File: config.mk
export PLATFORM = sky130hd
export DESIGN_NAME = traffic_light_monitor
export DESIGN_NICKNAME = d
export VERILOG_FILES = /design/src/rtl/traffic_light_monitor.sv
export SDC_FILE = /design/constraint.sdc
export NUM_CORES = 1
export LEC_CHECK = 0
export ABC_AREA = 0
export CAP_MARGIN = 20
export CORE_ASPECT_RATIO = 0.8
export CORE_MARGIN = 2
export CORE_UTILIZATION = 60
export DETAILED_ROUTE_END_ITERATION = 8
export DONT_BUFFER_PORTS = 1
export PLACE_DENSITY_LB_ADDON = 0.05
export SLEW_MARGIN = 40
export SYNTH_ARGS = -nofsm -noshare
export SYNTH_HDL_FRONTEND = slang
export SYNTH_SLANG_ARGS = --single-unit
File: constraint.sdc
create_clock -name clk_i -period 4.45 [get_ports clk_i]
set_clock_uncertainty 0.15 [all_clocks]
set_input_delay 0.89 -clock clk_i [delete_from_list [all_inputs] [get_ports clk_i]]
set_output_delay 0.89 -clock clk_i [all_outputs]
set_load 0.005 [all_outputs]
File: src/rtl/traffic_light_monitor.sv
// Passive monitor for a two-approach signal-head bus: decodes phase, checks encoding, order and dwell.
// Optional macro TLM_TIMING_CHECK_EN enables the dwell-time checks (short/long error codes).
module traffic_light_monitor #(
  parameter int T_AG  = 4,
  parameter int T_AY  = 1,
  parameter int T_BG  = 3,
  parameter int T_BY  = 1,
  parameter int CNT_W = 16
) (
  input  logic             clk_i,
  input  logic             reset_i,
  input  logic [2:0]       a_i,
  input  logic [2:0]       b_i,
  output logic [1:0]       phase_o,
  output logic             locked_o,
  output logic [7:0]       dwell_o,
  output logic             err_o,
  output logic [2:0]       err_code_o,
  output logic             err_pulse_o,
  output logic [CNT_W-1:0] cycles_done_o
);

`ifdef TLM_TIMING_CHECK_EN
  localparam bit TCHK = 1'b1;
`else
  localparam bit TCHK = 1'b0;
`endif

  typedef enum logic       {SYNC, TRACK} state_e;
  typedef enum logic [1:0] {PH_AG = 2'd0, PH_AY = 2'd1, PH_BG = 2'd2, PH_BY = 2'd3} phase_e;

  localparam logic [2:0] E_ENC   = 3'd1;
  localparam logic [2:0] E_ORDER = 3'd2;
  localparam logic [2:0] E_SHORT = 3'd3;
  localparam logic [2:0] E_LONG  = 3'd4;

  state_e           state_q, state_d;
  phase_e           phase_q, phase_d;
  logic [7:0]       dwell_q, dwell_d;
  logic             timed_q, timed_d;   // current phase entered via a legal successor
  logic             long_q, long_d;     // long error already reported for this occurrence
  logic             loop_q, loop_d;     // an unbroken loop started at a timed AG entry
  logic             err_q, err_d;
  logic [2:0]       code_q, code_d;
  logic             pulse_q, pulse_d;
  logic [CNT_W-1:0] cyc_q, cyc_d;

  logic       legal;
  phase_e     smp;
  logic [2:0] hit;

  function automatic logic [7:0] tx_f(input phase_e p);
    case (p)
      PH_AG:   tx_f = 8'(T_AG);
      PH_AY:   tx_f = 8'(T_AY);
      PH_BG:   tx_f = 8'(T_BG);
      default: tx_f = 8'(T_BY);
    endcase
  endfunction

  always_comb begin
    legal = 1'b1;
    smp   = PH_AG;
    case ({a_i, b_i})
      6'b001_100: smp = PH_AG;
      6'b010_100: smp = PH_AY;
      6'b100_001: smp = PH_BG;
      6'b100_010: smp = PH_BY;
      default:    legal = 1'b0;
    endcase
  end

  always_comb begin
    state_d = state_q;
    phase_d = phase_q;
    dwell_d = dwell_q;
    timed_d = timed_q;
    long_d  = long_q;
    loop_d  = loop_q;
    err_d   = err_q;
    code_d  = code_q;
    pulse_d = 1'b0;
    cyc_d   = cyc_q;
    hit     = 3'd0;

    if (!legal) begin
      hit     = E_ENC;
      state_d = SYNC;
      dwell_d = 8'd0;
      timed_d = 1'b0;
      long_d  = 1'b0;
      loop_d  = 1'b0;
    end else if (state_q == SYNC) begin
      state_d = TRACK;
      phase_d = smp;
      dwell_d = 8'd1;
      timed_d = 1'b0;
      long_d  = 1'b0;
      loop_d  = 1'b0;
    end else if (smp == phase_q) begin
      dwell_d = (dwell_q == 8'hFF) ? 8'hFF : dwell_q + 8'd1;
      if (TCHK && timed_q && !long_q && (dwell_q >= tx_f(phase_q))) begin
        hit    = E_LONG;
        long_d = 1'b1;
      end
    end else if (smp == phase_e'(phase_q + 2'd1)) begin
      phase_d = smp;
      dwell_d = 8'd1;
      timed_d = 1'b1;
      long_d  = 1'b0;
      if (TCHK && timed_q && (dwell_q < tx_f(phase_q)))
        hit = E_SHORT;
      if (smp == PH_AG) begin
        if (loop_q)
          cyc_d = cyc_q + {{(CNT_W-1){1'b0}}, 1'b1};
        loop_d = 1'b1;
      end
    end else begin
      hit     = E_ORDER;
      phase_d = smp;
      dwell_d = 8'd1;
      timed_d = 1'b0;
      long_d  = 1'b0;
      loop_d  = 1'b0;
    end

    if (hit != 3'd0) begin
      pulse_d = 1'b1;
      err_d   = 1'b1;
      if (!err_q)
        code_d = hit;
    end
  end

  always_ff @(posedge clk_i or negedge reset_i) begin
    if (!reset_i) begin
      state_q <= SYNC;
      phase_q <= PH_AG;
      dwell_q <= 8'd0;
      timed_q <= 1'b0;
      long_q  <= 1'b0;
      loop_q  <= 1'b0;
      err_q   <= 1'b0;
      code_q  <= 3'd0;
      pulse_q <= 1'b0;
      cyc_q   <= '0;
    end else begin
      state_q <= state_d;
      phase_q <= phase_d;
      dwell_q <= dwell_d;
      timed_q <= timed_d;
      long_q  <= long_d;
      loop_q  <= loop_d;
      err_q   <= err_d;
      code_q  <= code_d;
      pulse_q <= pulse_d;
      cyc_q   <= cyc_d;
    end
  end

  assign phase_o       = phase_q;
  assign locked_o      = (state_q == TRACK);
  assign dwell_o       = dwell_q;
  assign err_o         = err_q;
  assign err_code_o    = code_q;
  assign err_pulse_o   = pulse_q;
  assign cycles_done_o = cyc_q;

endmodule

# ---- Yosys cells after proc, flatten, opt, wreduce, memory -nomap -nowiden
# Cells that the tools add are included.
dict set report word_totals {
  in_bits 8
  output_inout_bits 32
  register_bits 33
}
dict set report classes {
  n_addsub 3
  mux 19
  reduce_logical 7
  n_eq_ne 10
  bitwise 2
}
# cell count
set ops {}
lappend ops {{$mux W8} 4}
lappend ops {{$add A16 B1 Y16 const B} 1}
lappend ops {{$eq A6 B6 Y1 const B} 2}
lappend ops {{$mux W2} 6}
lappend ops {{$add A8 B1 Y8 const B} 1}
lappend ops {{$eq A8 B8 Y1 const B} 1}
lappend ops {{$mux W1} 8}
lappend ops {{$eq A6 B4 Y1 const B} 1}
lappend ops {{$eq A6 B5 Y1 const B} 1}
lappend ops {{$pmux W2 S3} 1}
lappend ops {{$reduce_and A2 Y1} 3}
lappend ops {{$reduce_and A6 Y1} 1}
lappend ops {{$eq A2 B2 Y1} 2}
lappend ops {{$ne A4 B3 Y1 const B} 1}
lappend ops {{$reduce_or A4 Y1} 1}
lappend ops {{$ne A3 B3 Y1 const B} 1}
lappend ops {{$reduce_bool A3 Y1} 1}
lappend ops {{$add A2 B1 Y2 const B} 1}
lappend ops {{$logic_not A2 Y1} 1}
lappend ops {{$ne A2 B2 Y1 const B} 1}
lappend ops {{$not A1 Y1} 2}

# ---- Logic depth before layout (Yosys ltp)
# Gate-level depths: netlist of run 1.
dict set report logic_depth {
  depth_word 9
  mapped_depth 7
}

# ---- Worst setup path after synthesis of run 1
# Ideal clock, no wire load.
dict set report synth_path {
  kind {input -> register}
  start {input a_i[0]}
  end {register cyc_q[15] (netlist: cycles_done_o[15])}
  arrival_time_ns 2.598
  slack_ns 1.580
  path_stages 6
  t_required_ns 4.177
  cell_sequence {or4b_1 > buf_2 > or3_4 > a2111oi_4 > nand4_1 > xnor2_1}
}
dict set report synth_between {
  elab_chain_len 5
  elab_cells_between_ends 12
  cone_classes {6 x eq/ne; 2 x mux; 1 x bitwise; 3 x reduce/logical}
}
# element line_no
set synth_lines {}
lappend synth_lines {{start: declaration} 12} ;# input logic [2:0] a_i,
lappend synth_lines {{$eq A6 B6 Y1 / $eq A6 B5 Y1 (equally long branches)} 64} ;# case ({a_i, b_i})
lappend synth_lines {{$pmux W2 S3} 64}
lappend synth_lines {{$eq A2 B2 Y1} 100} ;# end else if (smp == phase_q) begin
lappend synth_lines {{$not A1 Y1 (no line)} --}
lappend synth_lines {{$reduce_and A6 Y1 (no line) *} --}
lappend synth_lines {{end signal: assignment} 157} ;# cyc_q <= cyc_d;
lappend synth_lines {{end: declaration} 46} ;# logic [CNT_W-1:0] cyc_q, cyc_d;
# Every way passes the cells marked *; elsewhere a longest branch is shown, timed or not.
# A chain may end at the register's enable or synchronous reset.

# ---- Worst setup path in the final report of run 1
dict set report layout_path {
  start {input a_i[0]}
  end {register cyc_q[1] (netlist: cycles_done_o[1])}
}
# The elaborated chain is that of the path after synthesis.

==> summary.md, run 1 <==
| Metric | Value |
|---|---|
| Largest family of logic cells by synthesized area | `simple AND/OR/NAND/NOR gates` |
| Diode count | `0` |
| Yosys cell types | `42` |
| H-tree levels | `2` |
| Port buffer count | `0` |
| Fmax | `0.366 GHz` |
| Post-CTS Setup Bufs | `0` |
| Die H | `49.9 um` |
| Status | `finished clean` |
| Post-Synth Adder-Cell Area | `0.0159` |
| DRC viols | `0` |
| Critical path launch point type | `input pin` |
| Clk Latency, worst-skew pair | `0.33 ns` |
| Clock Power Share | `0.348` |
| Layout Nets | `158` |
| RSZ-0062 raised after global routing | `no` |
| Initial core utilization | `0.641` |
| Type of the worst setup path | `input pin to register` |
| CTS Buf Count | `5` |
| Synthesized area per cell | `11.0 sq um` |
| Layout cells sized above 1 | `0.0671` |
| Number of global-route vias before repair | `1056` |
| Via Count | `1095` |
| Clk slew on worst S/H paths | `0.09 ns` |
| Int Power | `0.383 mW` |
| XOR/XNOR Fraction of Synth Area | `0.122` |
| DIE WIDTH | `61.3 um` |
| Routed Antenna Nets | `0` |
| Worst EP arrival | `2.80 ns` |
| Drt first pass iters | `4` |
| Via density | `5.92` |
| Initial antenna violation count | `0` |
| Root Buffer | `clkbuf_4` |
| Mapped Area | `0.00158 sq mm` |
| Core Area | `0.00246 sq mm` |
| Drt first-iter violations | `59` |
| Largest net degree at the start of global routing | `33` |
| Mapped Cells | `144` |
| Synth warn | `0` |
| Post-Synth Simple-Gate Area | `0.201` |
| NetSw | `0.114 mW` |
| Area Growth Syn to Fin | `5.31%` |
| Final worst slack | `1.72 ns` |
| Post-synth net total | `154` |
| Sequential share of power | `0.606` |
| First-pass GRT wire length | `4640 um` |
| Post-CTS Hold Buffers | `0` |
| CP required | `4.52 ns` |
| Post-synthesis compound-gate area fraction | `0.110` |
| Max-Slew Margin vs Limit | `0.648` |
| Global placement routability congestion | `0.771` |
| Min-delay worst type | `input pin to asynchronous set/reset pin` |
| Combinational share of power | `0.046` |
| Worst-Margin Slew | `0.523 ns` |
| Final Hold Fails | `0` |
| Switching part of the total | `0.230` |
| # setup viols final | `0` |
| CTS tree | `built` |
| Max_cap viols | `0` |
| Clock Sink Count | `32` |
| CTS max path bufs | `2` |
| Clock period minus worst slack | `2.73 ns` |
| Mux share of post-synthesis cell area | `0.0135` |
| Sequential fraction of the synthesis area | `0.508` |
| Row Count | `16` |
| IO Pins | `40` |
| CP Capture Type | `register` |
| LEAKAGE | `0.695 nW` |
| Worst vdd ir | `0.219 mV` |
| GRT Total Usage | `0.207` |
| Wire length per cell | `15.8 um` |
| Final Max Tran Viols | `0` |
| CTS-repair resized insts | `0` |
| DP HPWL | `2070 um` |
| FILL cells | `199` |
| Total gr overflow | `0` |
| Pre-CTS setup slack | `1.38 ns` |
| PwrDens | `299 mW/mm^2` |
| Final Instance Area | `0.00166 sq mm` |
| Flops & latches, synth | `32` |
| Period utilization | `0.615` |
| Max FO, Critical Path | `12` |
| Setup TNS | `0 ns` |
| Final Routed Wirelength | `2920 um` |
| DIE AREA | `0.00306 sq mm` |
| Placed inst area | `0.00160 sq mm` |
[worst paths after layout]
path                                                from                             to  slack, ns  cells past startpoint
max                                               a_i[0]   cycles_done_o[1]$_DFFE_PN0P_       1.72                      4
min                                              reset_i  cycles_done_o[15]$_DFFE_PN0P_       0.09                      0
max reg2reg                           locked_o$_DFF_PN0_   cycles_done_o[1]$_DFFE_PN0P_       2.30                      4
min reg2reg                cycles_done_o[15]$_DFFE_PN0P_  cycles_done_o[15]$_DFFE_PN0P_       0.35                      1
max in group asynchronous                        reset_i           dwell_o[0]$_DFF_PN0_       3.98                      0
min in group clk_i         cycles_done_o[15]$_DFFE_PN0P_  cycles_done_o[15]$_DFFE_PN0P_       0.35                      1
[final cells by class]
class / instances / area, sq um / area share
multi-input cells: 103 / 734 / 0.442
flip-flops and latches: 32 / 801 / 0.482
clock buffers: 8 / 58.8 / 0.0354
well taps: 36 / 45.0 / 0.0271
inverters: 6 / 22.5 / 0.0136
[cell usage after synthesis, drive strengths merged]
cell     count  area (sq um)
dfrtp       32           801
xnor2       19           166
nand3        8          40.0
nand4        8          50.1
a21oi        7          38.8
and3         7          43.8
nor2         7          26.3
inv          6          22.5
nand2        6          22.5
buf          3          20.0
nor4bb       3          30.0
o21ai        3          15.0
xor2         3          26.3
a211oi       2          15.0
and4         2          17.5
ha           2          25.0
nor3         2          10.0
nor4b        2          17.5
o21a         2          15.0
a2111oi      1          27.5
a211o        1          8.76
a21o         1          7.51
a221oi       1          8.76
a31oi        1          6.26
and2         1          6.26
conb         1          3.75
mux2         1          11.3
mux2i        1          10.0
nand2b       1          6.26
nor2b        1          6.26
nor3b        1          7.51
nor4         1          6.26
o211ai       1          7.51
o22a         1          8.76
o22ai        1          6.26
o2bb2ai      1          8.76
or2          1          6.26
or3          1          11.3
or4b         1          10.0
[metrics by stage]
stage | hold WS [ns] | std cells | util | total power, mW
6_report | 0.0938 | 185 | 0.675 | 0.497
3_5_place_dp | 0.342 | 177 | 0.651 | 0.330
4_1_cts | 0.0748 | 185 | 0.675 | 0.504
2_1_floorplan | 0.318 | 144 | - | 0.325
3_3_place_gp | 0.335 | 177 | 0.651 | 0.329
5_1_grt | 0.0648 | 185 | 0.675 | 0.518
[critical path, stage by stage]
cell	delay, ns
or4b_1	0.63
or3_4	0.46
a21oi_2	0.46
mux2_1	0.37
[metal layers]
| metal | part of all wire | global-route usage |
|---|---|---|
| met1 | 0.48 | 0.278 |
| met2 | 0.44 | 0.301 |
| met4 | 0.011 | 0.0638 |
| met5 | 0 | 0 |
| met3 | 0.070 | 0.0919 |
[layout by cell type, fill, tap and decap left out, types with 5 or more instances in the layout]
cell type,n
dfrtp_1,32
nor2_1,7
clkbuf_4,5
a21oi_1,6
nand3_1,8
inv_1,6
and3_1,7
nand4_1,8
nand2_1,6
xnor2_1,19
[power groups by stage]
stage	clock, mW	combinational, mW	sequential [mW]
floorplan	0	0.0202	0.305
global placement	0	0.0223	0.307
detailed placement	0	0.0229	0.307
CTS	0.179	0.0230	0.301
global route	0.190	0.0256	0.302
finish	0.173	0.0230	0.301
[sequential cells by signal (all words and copies together) (netlist names)]
register	cells
err_pulse_o	1
phase_o	2
err_code_o	2
loop_q	1
locked_o	1
cycles_done_o	16
err_o	1
dwell_o	8
[cells by family (layout without fill, tap and decap cells)]
family,count (synthesis),after routing
XOR/XNOR,22,22
AND/OR/NAND/NOR,53,53
AO/OA/AOI/OAI,23,23
other,1,1
flip-flops,32,32
multiplexers,2,2
adder cells (fa/ha/maj),2,2
buffers and inverters,9,14
No activity file was read; power rests on OpenSTA's default activity.
==> run 2, diff against run 1 <==
--- a/config.mk
+++ b/config.mk
@@ -9,7 +9,7 @@
 export CAP_MARGIN = 20
 export CORE_ASPECT_RATIO = 0.8
 export CORE_MARGIN = 2
-export CORE_UTILIZATION = 60
+export CORE_UTILIZATION = 55
 export DETAILED_ROUTE_END_ITERATION = 8
 export DONT_BUFFER_PORTS = 1
 export PLACE_DENSITY_LB_ADDON = 0.05
==> constraint.sdc (replaced) <==
create_clock -name clk_i -period 2.25 [get_ports clk_i]
set_clock_uncertainty 0.15 [all_clocks]
set_input_delay 0.45 -clock clk_i [delete_from_list [all_inputs] [get_ports clk_i]]
set_output_delay 0.45 -clock clk_i [all_outputs]
set_load 0.005 [all_outputs]
==> summary.md, run 2 (synthesized netlist as in run 1, its figures left out) <==
| Metric | Value |
|---|---|
| Via Count | `1144 (+4.5%)` |
| Wire length per cell | `16.2 um (+2.4%)` |
| Initial core utilization | `0.575 (-0.0657)` |
| Drt first pass iters | `4 (unchanged)` |
| Inst Count DP | `186 (+5.1%)` |
| LEAKAGE | `0.766 nW (+10%)` |
| Worst EP arrival | `2.12 ns (-0.68 ns)` |
| Min-delay worst type | `input pin to register` |
| DIE WIDTH | `63.9 um (+4.2%)` |
| GRT Total Usage | `0.211 (+0.00405)` |
| Final Hold Fails | `0 (unchanged)` |
| Worst-Margin Slew | `0.503 ns (-0.0204 ns)` |
| CP required | `2.34 ns (-2.18 ns)` |
| Clock period minus worst slack | `2.03 ns` |
| Most common cell after layout, fill and taps aside | `dfrtp_1` |
| Type of the worst setup path | `input pin to register` |
| DIE AREA | `0.00332 sq mm (+8.4%)` |
| Largest net degree at the start of global routing | `33 (unchanged)` |
| CTS-repair resized insts | `0 (unchanged)` |
| Post-CTS Hold Buffers | `2 (+2)` |
| Die H | `51.9 um (+4.1%)` |
| Setup TNS | `0 ns (unchanged)` |
| Drt first-iter violations | `76 (+29%)` |
| CTS max path bufs | `2 (unchanged)` |
| Critical path launch point type | `input pin` |
| CTS Buf Count | `5 (unchanged)` |
| Initial antenna violation count | `0 (unchanged)` |
| Port buffer count | `0 (unchanged)` |
| CP Capture Type | `register` |
| Diode count | `0 (unchanged)` |
| Global placement routability congestion | `0.808 (+4.8%)` |
| Clk Latency, worst-skew pair | `0.35 ns (+0.02 ns)` |
| Root Buffer | `clkbuf_4` |
| Post-CTS Setup Bufs | `0 (unchanged)` |
| Period utilization | `0.900` |
| Total gr overflow | `0 (unchanged)` |
| DRC viols | `0 (unchanged)` |
| Most frequent cells in the layout | `32 x dfrtp_1, 19 x xnor2_1, 8 x nand4_1, 8 x nand3_1` |
| DP HPWL | `2150 um (+3.7%)` |
| First-pass GRT wire length | `5110 um (+10%)` |
| Via density | `5.84 (-1.4%)` |
| Layout cells sized above 1 | `0.133 (+0.0658)` |
| Routed Antenna Nets | `0 (unchanged)` |
| RSZ-0062 raised after global routing | `no` |
| Layout Nets | `167 (+5.7%)` |
| # setup viols final | `0 (unchanged)` |
| Core Area | `0.00274 sq mm (+11%)` |
| Fmax | `0.494 GHz` |
| Clk slew on worst S/H paths | `0.10 ns (about the same)` |
| Clock Sink Count | `32 (unchanged)` |
| Number of global-route vias before repair | `1060 (+0.38%)` |
| Final Max Tran Viols | `0 (unchanged)` |
| Max-Slew Margin vs Limit | `0.661 (+0.0137)` |
| Fin util | `0.656 (-0.0191)` |
| H-tree levels | `2 (unchanged)` |
| IO Pins | `40 (unchanged)` |
| Row Count | `17 (+1)` |
| Post-route insts no fill | `196 (+5.9%)` |
| Max FO, Critical Path | `12 (unchanged)` |
| CTS tree | `built` |
| Area Growth Syn to Fin | `14.0%` |
| FILL cells | `212 (+6.5%)` |
| Max reg flops | `16 (unchanged)` |
| Final Routed Wirelength | `3170 um (+8.5%)` |
| PwrDens | `653 mW/mm^2 (+120%)` |
| Pwr Total | `1.17 mW (+140%)` |
| Worst vdd ir | `0.329 mV (+50%)` |
| Max_cap viols | `0 (unchanged)` |
| Status | `finished clean` |
[run 2: cell types whose count changed in the layout (fill, tap and decap cells not counted), sizes merged]
cell	previous run	this run
buf	0	8
bufinv	0	1
clkbuf	8	7
dlygate4sd3	0	1
[run 2: metrics by stage]
stage	cell area [sq um]	setup WS, ns	hold WS, ns
after floorplan	1590	-0.125	0.00441
after global placement	1670	-0.124	0.00506
after detailed placement	1670	-0.132	0.00510
after CTS	1800	0.227	0.168
after global routing	1800	0.113	0.169
final	1800	0.225	0.162
[run 2: layout make-up]
type / instances / area, sq um / share of cell area
sequential: 32 / 801 / 0.445
multi-input combinational: 103 / 738 / 0.410
timing repair buffer: 9 / 95.1 / 0.0529
clock buffer: 7 / 65.1 / 0.0362
tap: 38 / 47.5 / 0.0264
clock inverter: 1 / 30.0 / 0.0167
inverter: 6 / 22.5 / 0.0125
[run 2: path summary, 6_finish.rpt]
kind | start | end | slack, ns | depth (start not counted)
setup / recovery | a_i[0] | cycles_done_o[1]$_DFFE_PN0P_ | 0.22 | 5
hold / removal | a_i[1] | phase_o[1]$_DFFE_PN0P_ | 0.16 | 2
setup reg to reg | locked_o$_DFF_PN0_ | cycles_done_o[15]$_DFFE_PN0P_ | 0.25 | 5
min in group asynchronous | reset_i | phase_o[1]$_DFFE_PN0P_ | 0.38 | 2
max in group asynchronous | reset_i | dwell_o[5]$_DFF_PN0_ | 1.40 | 2
hold reg to reg | cycles_done_o[15]$_DFFE_PN0P_ | cycles_done_o[15]$_DFFE_PN0P_ | 0.36 | 1
[run 2: metal layers]
layer	vias up	global-route usage	wire, um	part of all wire
li1	544	-	-	-
met1	554	0.256	1370	0.43
met2	39	0.335	1520	0.48
met3	7	0.0823	215	0.068
met4	0	0.0978	61	0.019
met5	-	0	0	0
[run 2: power by group]
group	switching (mW)	internal (mW)	total, mW
Sequential	0.0103	0.584	0.594
Combinational	0.0423	0.0306	0.0729
Clock	0.213	0.295	0.508
Total	0.266	0.909	1.17
[run 2: critical path: stages]
cell     delay [ns]
or4b_4         0.56
or3_4          0.42
a21oi_2        0.21
buf_12         0.15
mux2_1         0.32
==> run 3, diff against run 2 <==
--- a/config.mk
+++ b/config.mk
@@ -9,7 +9,7 @@
 export CAP_MARGIN = 20
 export CORE_ASPECT_RATIO = 0.8
 export CORE_MARGIN = 2
-export CORE_UTILIZATION = 55
+export CORE_UTILIZATION = 43
 export DETAILED_ROUTE_END_ITERATION = 8
 export DONT_BUFFER_PORTS = 1
 export PLACE_DENSITY_LB_ADDON = 0.05
==> summary.md, run 3 (synthesized netlist as in run 1, its figures left out) <==
| Metric | Value |
|---|---|
| Worst EP arrival | `2.11 ns (about the same)` |
| Initial antenna violation count | `0 (unchanged)` |
| Busiest grt layer | `met2` |
| Min-delay worst type | `input pin to register` |
| Layout Nets | `169 (+1.2%)` |
| Switching part of the total | `0.229 (+0.00310)` |
| Placed inst area | `0.00169 sq mm (+1.2%)` |
| Diode count | `0 (unchanged)` |
| Post-CTS Setup Bufs | `0 (unchanged)` |
| Final Routed Wirelength | `3280 um (+3.5%)` |
| Fin util | `0.523 (-0.133)` |
| H-tree levels | `2 (unchanged)` |
| Initial core utilization | `0.455 (-0.120)` |
| NetSw | `0.257 mW (-3.2%)` |
| CP Capture Type | `register` |
| R2R cell count | `5 (unchanged)` |
| Total gr overflow | `0 (unchanged)` |
| GRT Total Usage | `0.181 (-0.0303)` |
| DRC viols | `0 (unchanged)` |
| Routed Antenna Nets | `0 (unchanged)` |
| RSZ-0062 raised after global routing | `no` |
| First-pass GRT wire length | `5760 um (+13%)` |
| Final worst slack | `0.168 ns (-0.0572 ns)` |
| Via density | `5.78 (-0.93%)` |
| Fmax | `0.480 GHz (-2.7%)` |
| Hold Path Depth | `2 (unchanged)` |
| Via Count | `1168 (+2.1%)` |
| CTS max path bufs | `2 (unchanged)` |
| Hold slack final | `0.336 ns (+0.174 ns)` |
| DP HPWL | `2400 um (+12%)` |
| Number of global-route vias before repair | `1218 (+15%)` |
| IO Pins | `40 (unchanged)` |
| Port buffer count | `0 (unchanged)` |
| Layout cells sized above 1 | `0.131 (-0.00166)` |
| Final Max Tran Viols | `0 (unchanged)` |
| Max_cap viols | `0 (unchanged)` |
| Die H | `58.2 um (+12%)` |
| Clk slew on worst S/H paths | `0.07 ns (-0.03 ns)` |
| Most common cell after layout, fill and taps aside | `dfrtp_1` |
| Final Hold Fails | `0 (unchanged)` |
| PwrDens | `618 mW/mm^2 (-5.3%)` |
| Sequential share of power | `0.530 (+0.024)` |
| Clk Latency, worst-skew pair | `0.28 ns (-0.07 ns)` |
| Combinational share of power | `0.066 (+0.004)` |
| Pre-CTS setup slack | `-0.125 ns (+0.00737 ns)` |
| Root Buffer | `clkbuf_8` |
| Global placement routability congestion | `0.868 (+7.5%)` |
| DIE AREA | `0.00417 sq mm (+26%)` |
| Clock Sink Count | `32 (unchanged)` |
| GRT met1 Usage | `0.238 (-0.0176)` |
| Drt first-iter violations | `40 (-47%)` |
| Status | `finished clean` |
| CTS Buf Count | `5 (unchanged)` |
| Int Power | `0.865 mW (-4.9%)` |
| Type of the worst setup path | `input pin to register` |
| # setup viols final | `0 (unchanged)` |
| Critical path launch point type | `input pin` |
| Clock Power Share | `0.404 (-0.028)` |
| Row Count | `19 (+2)` |
| RR Startpoint | `locked_o$_DFF_PN0_` |
| Wire length per cell | `16.2 um (+0.43%)` |
| Area Growth Syn to Fin | `15.0%` |
| Max reg flops | `16 (unchanged)` |
| DIE WIDTH | `71.7 um (+12%)` |
| Worst vdd ir | `0.369 mV (+12%)` |
| Core Area | `0.00347 sq mm (+26%)` |
| Most frequent cells in the layout | `32 x dfrtp_1, 19 x xnor2_1, 8 x nand4_1, 8 x nand3_1, 8 x buf_4` |
| Period utilization | `0.925 (+0.0254)` |
| Largest net degree at the start of global routing | `33 (unchanged)` |
| Setup TNS | `0 ns (unchanged)` |
| Crit path launch | `a_i[0]` |
| CTS tree | `built` |
| Max FO, Critical Path | `12 (unchanged)` |
| CP required | `2.27 ns (-0.07 ns)` |
| LEAKAGE | `0.770 nW (+0.48%)` |
| FILL cells | `322 (+52%)` |
| Final Instance Area | `0.00181 sq mm (+0.83%)` |
| Clock period minus worst slack | `2.08 ns (+0.0572 ns)` |
| Hold path start | `b_i[0]` |
| Met2 Usage GRT | `0.270 (-0.0652)` |
| GRT met3 Usage | `0.0643 (-0.0179)` |
| Drt first pass iters | `4 (unchanged)` |
==> run 3: changes by cell type in the layout (fill, tap and decap cells not counted) <==
cell	delta
bufinv_16	-1
clkbuf_1	+2
buf_4	+2
clkbuf_8	+4
clkbuf_4	-5
==> run 3: area by class of cell <==
type	instances	area [sq um]	share of cell area
sequential	32	801	0.441
multi-input combinational	103	738	0.407
inverter	6	22.5	0.0124
tap	42	52.6	0.0290
timing repair buffer	11	110	0.0607
clock buffer	8	90.1	0.0497
==> run 3: final timing paths <==
kind	end	slack (ns)
min	phase_o[1]$_DFFE_PN0P_	0.34
min in group asynchronous	cycles_done_o[8]$_DFFE_PN0P_	0.46
max reg2reg	cycles_done_o[15]$_DFFE_PN0P_	0.26
max	cycles_done_o[1]$_DFFE_PN0P_	0.17
max in group asynchronous	dwell_o[5]$_DFF_PN0_	1.32
min reg2reg	cycles_done_o[15]$_DFFE_PN0P_	0.35
==> run 3: critical path, cell delays in order <==
cell	delay, ns
or4b_4	0.56
or3_4	0.43
a21oi_2	0.21
buf_12	0.15
mux2_1	0.31
==> run 3: metal layers <==
metal / wire (um) / part of all wire
met1: 1520 / 0.46
met3: 235 / 0.072
met5: 0 / 0
met2: 1460 / 0.45
met4: 66 / 0.020
==> run 3: per-stage QoR <==
stage	std cells	total power [mW]
floorplan	144	0.645
global route	202	1.18
global placement	192	0.661
finish	202	1.12
detailed placement	192	0.664
CTS	202	1.13
==> run 3: what timing repair did <==
item | CTS | global route
hold endpoints to repair | 32 | 0
gates resized for setup | 0 | 0
hold buffers | 2 | 0
==> run 3: power groups by stage <==
stage	sequential, mW	combinational (mW)	clock (mW)
2_1_floorplan	0.604	0.0410	0
4_1_cts	0.595	0.0753	0.464
3_3_place_gp	0.606	0.0555	0
6_report	0.595	0.0736	0.453
3_5_place_dp	0.606	0.0573	0
5_1_grt	0.596	0.0835	0.498
==> RTL edit 1 (flow settings as in run 1) <==
Make the reset (`reset_i`) synchronous in one clocked block.
--- a/src/rtl/traffic_light_monitor.sv
+++ b/src/rtl/traffic_light_monitor.sv
@@ -132,7 +132,7 @@
     end
   end
 
-  always_ff @(posedge clk_i or negedge reset_i) begin
+  always_ff @(posedge clk_i) begin
     if (!reset_i) begin
       state_q <= SYNC;
       phase_q <= PH_AG;
Check against the original RTL: differs if reset_i is asserted again (counterexample within 4 cycles, from zero or initial values and one cycle with reset_i low); with reset_i held inactive, the same outputs for 10 cycles.
==> RTL edit 1 against run 1 <==
- power increased by 6.0%
- clock power increased by 24%
- routed wire length increased by 23%
- worst setup slack improved by 0.12 ns
- sequential cell count unchanged
- final area increased by 6.3%
- area after synthesis increased by 6.7%
- critical endpoint is now dwell_o[6]
- largest cell class is now multi-input gates
- largest power group unchanged
- highest routed layer unchanged
==> RTL edit 1: results (changes against run 1) <==
* Clock Path Buffers at 2 (unchanged)
* Post-CTS Resized at 0 (unchanged)
* Starting DRT DRC Count at 119 (+100%)
* WL/cell at 15.29 um (-3.1%)
* # nets final at 205 (+30%)
* Hold EP: cycles_done_o[14]
* Complex-gate fraction of the synthesized area at 19.26% (+8.2 points)
* GPL Wtd Cong at 0.8008 (+3.9%)
* Worst-path clk slew at about 0.10 ns
* Smallest hold slack at 0.3463 ns (+0.2525 ns)
* Yosys Warn Count at 0 (unchanged)
* XOR/XNOR Fraction of Synth Area at 3.123% (-9.1 points)
* Max-cap violations at 0 (unchanged)
* VDD IR max at 179.7 uV (-18%)
* Min-delay worst type: flop to flop
* Synth top cells by count: 32 x dfxtp_1, 24 x nand2_1, 19 x a21oi_1
* Cell-internal power at 0.0004155 W (+8.6%)
* Number of distinct library cells after synthesis at 47 (+12%)
* Adder-Cell Fraction of Synth Area at 1.487% (-0.099 points)
* R2R Path Start: locked_o
* Outcome: finished, final reports clean
* Placed wire-length estimate at 2658 um (+28%)
* Clk_lat worst skew at 0.32 ns
* Average size of a mapped cell at 8.586 um2 (-22%)
* Global-route wire length before repair at 5920 um (+28%)
* Worst R2R End: cycles_done_o[11]
* Async S/R FF share, synth at 0% (-100 points)
* Worst hold path startpoint: cycles_done_o[14]
* Crit-path max cell delay at 0.52 ns (-0.11 ns)
* First-pass iteration count of the detailed router at 4 (unchanged)
* H-tree level count at 2 (unchanged)
* Slew headroom at 52.26% (-13 points)
* Crit-path max FO at 7 (-5)
* Non-Filler Instances at 234 (+26%)
* Critical Path AT at 2.71 ns (-0.09 ns)
* Leakage at 0.5675 nW (-18%)
* Clock Tree Root: clkbuf_4
* PortBufs at 0 (unchanged)
* Share of cells above drive strength 1 at 8.163% (+1.5 points)
* Synth Flop Type: dfxtp_1
* Via/cell ratio at 6.175 (+4.3%)
* Post-synthesis sequential area ratio at 38.07% (-13 points)
* Worst r2r path cells at 6 (+2)
* CP max stage cell: o21ai_0
* Num CTS Buffers at 5 (unchanged)
* Hold Path Depth at 2
* Mux cell area share after synthesis at 5.353% (+4.0 points)
* Worst R2R Setup Slack at 2.22 ns (-0.08 ns)
* Area contributors post-synth: dfxtp_1 38%, a21oi_1 5.7%, mux2i_1 5.4%
* All-Layer GR Usage at 23.38% (+2.7 points)
* Antenna violations before repair at 0 (unchanged)
* Filler cells at 266 (+34%)
* Pin count of the biggest net entering global routing at 24 (-27%)
-- RTL edit 1: how the worst max path moves through the flow --
stage / startpoint / endpoint / slack, ns
2_1_floorplan: b_i[1] / cycles_done_o[10] / 1.52
3_3_place_gp: b_i[0] / cycles_done_o[11] / 1.59
3_5_place_dp: b_i[0] / cycles_done_o[11] / 1.50
4_1_cts: b_i[0] / cycles_done_o[11] / 1.84
5_1_grt: b_i[0] / dwell_o[6] / 1.51
6_report: b_i[0] / dwell_o[6] / 1.84
-- RTL edit 1: metal layers --
metal  up-vias  global-route usage, %  part of all wire (%)
li1        721                      -                     -
met1       679                  27.98                    46
met2        43                  39.18                    46
met3         2                  8.811                   7.4
met4         0                  7.609                  0.34
met5         -                      0                     0
-- RTL edit 1: cells by family (layout without fill, tap and decap cells) --
| family | after synthesis | count (layout) |
|---|---|---|
| mux | 9 | 9 |
| compound gates | 49 | 49 |
| simple gates | 81 | 81 |
| buf+inv | 16 | 16 |
| fa+ha+maj | 2 | 2 |
| other cells | 1 | 1 |
| flops | 32 | 32 |
| xor+xnor | 6 | 6 |
-- RTL edit 1: metrics by stage --
stage / power [W] / utilization, % / instance area, um2 / worst slack (ns)
floorplan: 0.0003183 / - / 1683 / 1.521
global placement: 0.0003169 / 61.86 / 1684 / 1.588
detailed placement: 0.0003180 / 61.86 / 1684 / 1.500
CTS: 0.0005330 / 64.66 / 1760 / 1.838
global route: 0.0005467 / 64.84 / 1765 / 1.509
finish: 0.0005271 / 64.84 / 1765 / 1.838
-- RTL edit 1: layout make-up --
cell class | count | area, um2 | share of cell area (%)
multi-input combinational | 148 | 969.7 | 54.93
sequential | 32 | 640.6 | 36.29
tap | 38 | 47.55 | 2.693
clock buffer | 6 | 41.29 | 2.339
clock inverter | 2 | 35.03 | 1.984
inverter | 7 | 26.28 | 1.488
timing repair buffer | 1 | 5.005 | 0.2835
-- RTL edit 1: worst max-delay path, delay by kind of cell --
kind             cells  cell delay (ns)
AO/OA/AOI/OAI        2             0.68
AND/OR/NAND/NOR      3             1.14
-- RTL edit 1: power by group through the flow --
stage               Sequential (W)  Combinational, W  Clock, W
floorplan                 0.000298         0.0000200         0
global placement          0.000299         0.0000179         0
detailed placement        0.000299         0.0000187         0
CTS                       0.000293         0.0000187  0.000222
global route              0.000293         0.0000212  0.000232
finish                    0.000293         0.0000190  0.000215
==> RTL edit 2 (flow settings as in run 1) <==
Made on the original files. Set the parameter `CNT_W` to 14 (it was 16).
--- a/src/rtl/traffic_light_monitor.sv
+++ b/src/rtl/traffic_light_monitor.sv
@@ -5,7 +5,7 @@
   parameter int T_AY  = 1,
   parameter int T_BG  = 3,
   parameter int T_BY  = 1,
-  parameter int CNT_W = 16
+  parameter int CNT_W = 14
 ) (
   input  logic             clk_i,
   input  logic             reset_i,
Ports: changed (resized cycles_done_o); port bits go from 40 to 38. The function was not compared with the original's and may differ.
==> RTL edit 2 against run 1 <==
- power down 0.89%
- largest power group unchanged
- routed wire length is 1.5% lower
- sequential cell count decreased by 2
- register-to-register slack improved by 0.35 ns
- final area shrank 1.9%
- worst setup slack gained 0.32 ns
- count of clock-buffer cells in the layout down 1
- area after synthesis decreased by 1.7%
- combinational power is 62% higher
==> RTL edit 2: results (changes against run 1) <==
* Num CTS Buffers at 5 (unchanged)
* Clock Tree Root: clkbuf_4
* Leakage at 0.7546 nW (+8.5%)
* Placed wire-length estimate at 2121 um (+2.4%)
* Share of cells above drive strength 1 at 9.868% (+3.2 points)
* Number of non-clock buffers at 0 (unchanged)
* Synth top cells by count: 30 x dfrtp_1, 14 x xor2_1, 9 x nand3_1, 9 x nor2_1, 8 x inv_1
* Worst R2R End: cycles_done_o[13]
* Complex-gate fraction of the synthesized area at 12.50% (+1.5 points)
* Fraction of area in registers at 46.05% (-2.1 points)
* All-Layer GR Usage at 21.55% (+0.83 points)
* WL met2 at 1284 um (-0.31%)
* Multi-In Gates at 106 (+2.9%)
* Clk_lat worst skew at 0.33 ns (about the same)
* Adder-Cell Fraction of Synth Area at 1.613% (+0.027 points)
* End of the critical path: cycles_done_o[1]
* Number of global-route vias before repair at 1100 (+4.2%)
* Post-placement cell count at 180 (+1.7%)
* Buffer share of cell area at 0% (unchanged)
* Met1 usage at 30.28% (+2.4 points)
* Flops & latches, synth at 30 (-6.3%)
* Mux cell area share after synthesis at 0.7258% (-0.62 points)
* Worst R2R Setup Slack at 2.65 ns (+0.35 ns)
* Yosys Warn Count at 0 (unchanged)
* Slew headroom at 62.52% (-2.2 points)
* CLK BUF at 7 (-1)
* Smallest hold slack at 0.09542 ns (+0.001573 ns)
* XOR/XNOR Fraction of Synth Area at 10.73% (-1.5 points)
* R2R Path Start: phase_o[1]
* M2 GR Usage at 29.75% (-0.39 points)
* VDD IR max at 219.8 uV (+0.24%)
* Area occupied by multi-input gates at 744.5 um2 (+1.4%)
* Critical Path Source: a_i[1]
* CP top delay family: compound AO/OA/AOI/OAI gates
* WL/cell at 15.30 um (-3.0%)
* DP Worst Slack at 1.685 ns (+0.3078 ns)
* Number of distinct library cells after synthesis at 46 (+9.5%)
* CP max stage cell: o21bai_2
* Global-route wire length before repair at 4795 um (+3.4%)
* Max reg flops at 14 (-2)
* Inverters at 8 (+2)
* Outcome: finished, final reports clean
* Clk cell area share at 3.684% (+0.14 points)
* Final min period at 2.416 ns (-0.3190 ns)
* Crit-path max cell delay at 0.50 ns (-0.13 ns)
* Via/cell ratio at 5.968 (+0.83%)
* Met3 GRT Util at 7.612% (-1.6 points)
* Detailed-route wire length at 2876 um (-1.5%)
* M1 WL at 1369 um (-1.8%)
* Filler cells at 205 (+3.0%)
* Crit-path max FO at 14 (+2)
* # nets final at 161 (+1.9%)
* Critical Path AT at 2.49 ns (-0.31 ns)
* GPL Wtd Cong at 0.8055 (+4.5%)
* Area contributors post-synth: dfrtp_1 48%, xor2_1 7.9%, nand3_1 2.9%
* Post-synthesis sequential area ratio at 48.39% (-2.4 points)
* DR WL met3 at 189 um (-7.4%)
* Pin count of the biggest net entering global routing at 31 (-6.1%)
* Average size of a mapped cell at 10.41 um2 (-5.0%)
* Starting DRT DRC Count at 65 (+10%)
-- RTL edit 2: cell types whose count changed after synthesis, sizes merged, moves of 2 or more --
| cell | delta |
|---|---|
| xor2 | +11 |
| nor4 | +2 |
| xnor2 | -14 |
| inv | +2 |
| nor2 | +2 |
| nand4 | -3 |
| o21a | -2 |
| nor4bb | -2 |
| dfrtp | -2 |
| nor3 | +5 |
-- RTL edit 2: where the power goes --
| part | internal, W | leakage (nW) | switching (W) |
|---|---|---|---|
| sequential | 0.000278 | 0.400 | 0.0000108 |
| combinational | 0.0000166 | 0.319 | 0.0000208 |
| clock | 0.0000764 | 0.0353 | 0.0000898 |
-- RTL edit 2: through the flow --
stage / total power, W / area, um2
floorplan: 0.0003250 / 1551
global placement: 0.0003305 / 1570
detailed placement: 0.0003312 / 1570
CTS: 0.0004980 / 1630
global route: 0.0005170 / 1630
finish: 0.0004927 / 1630
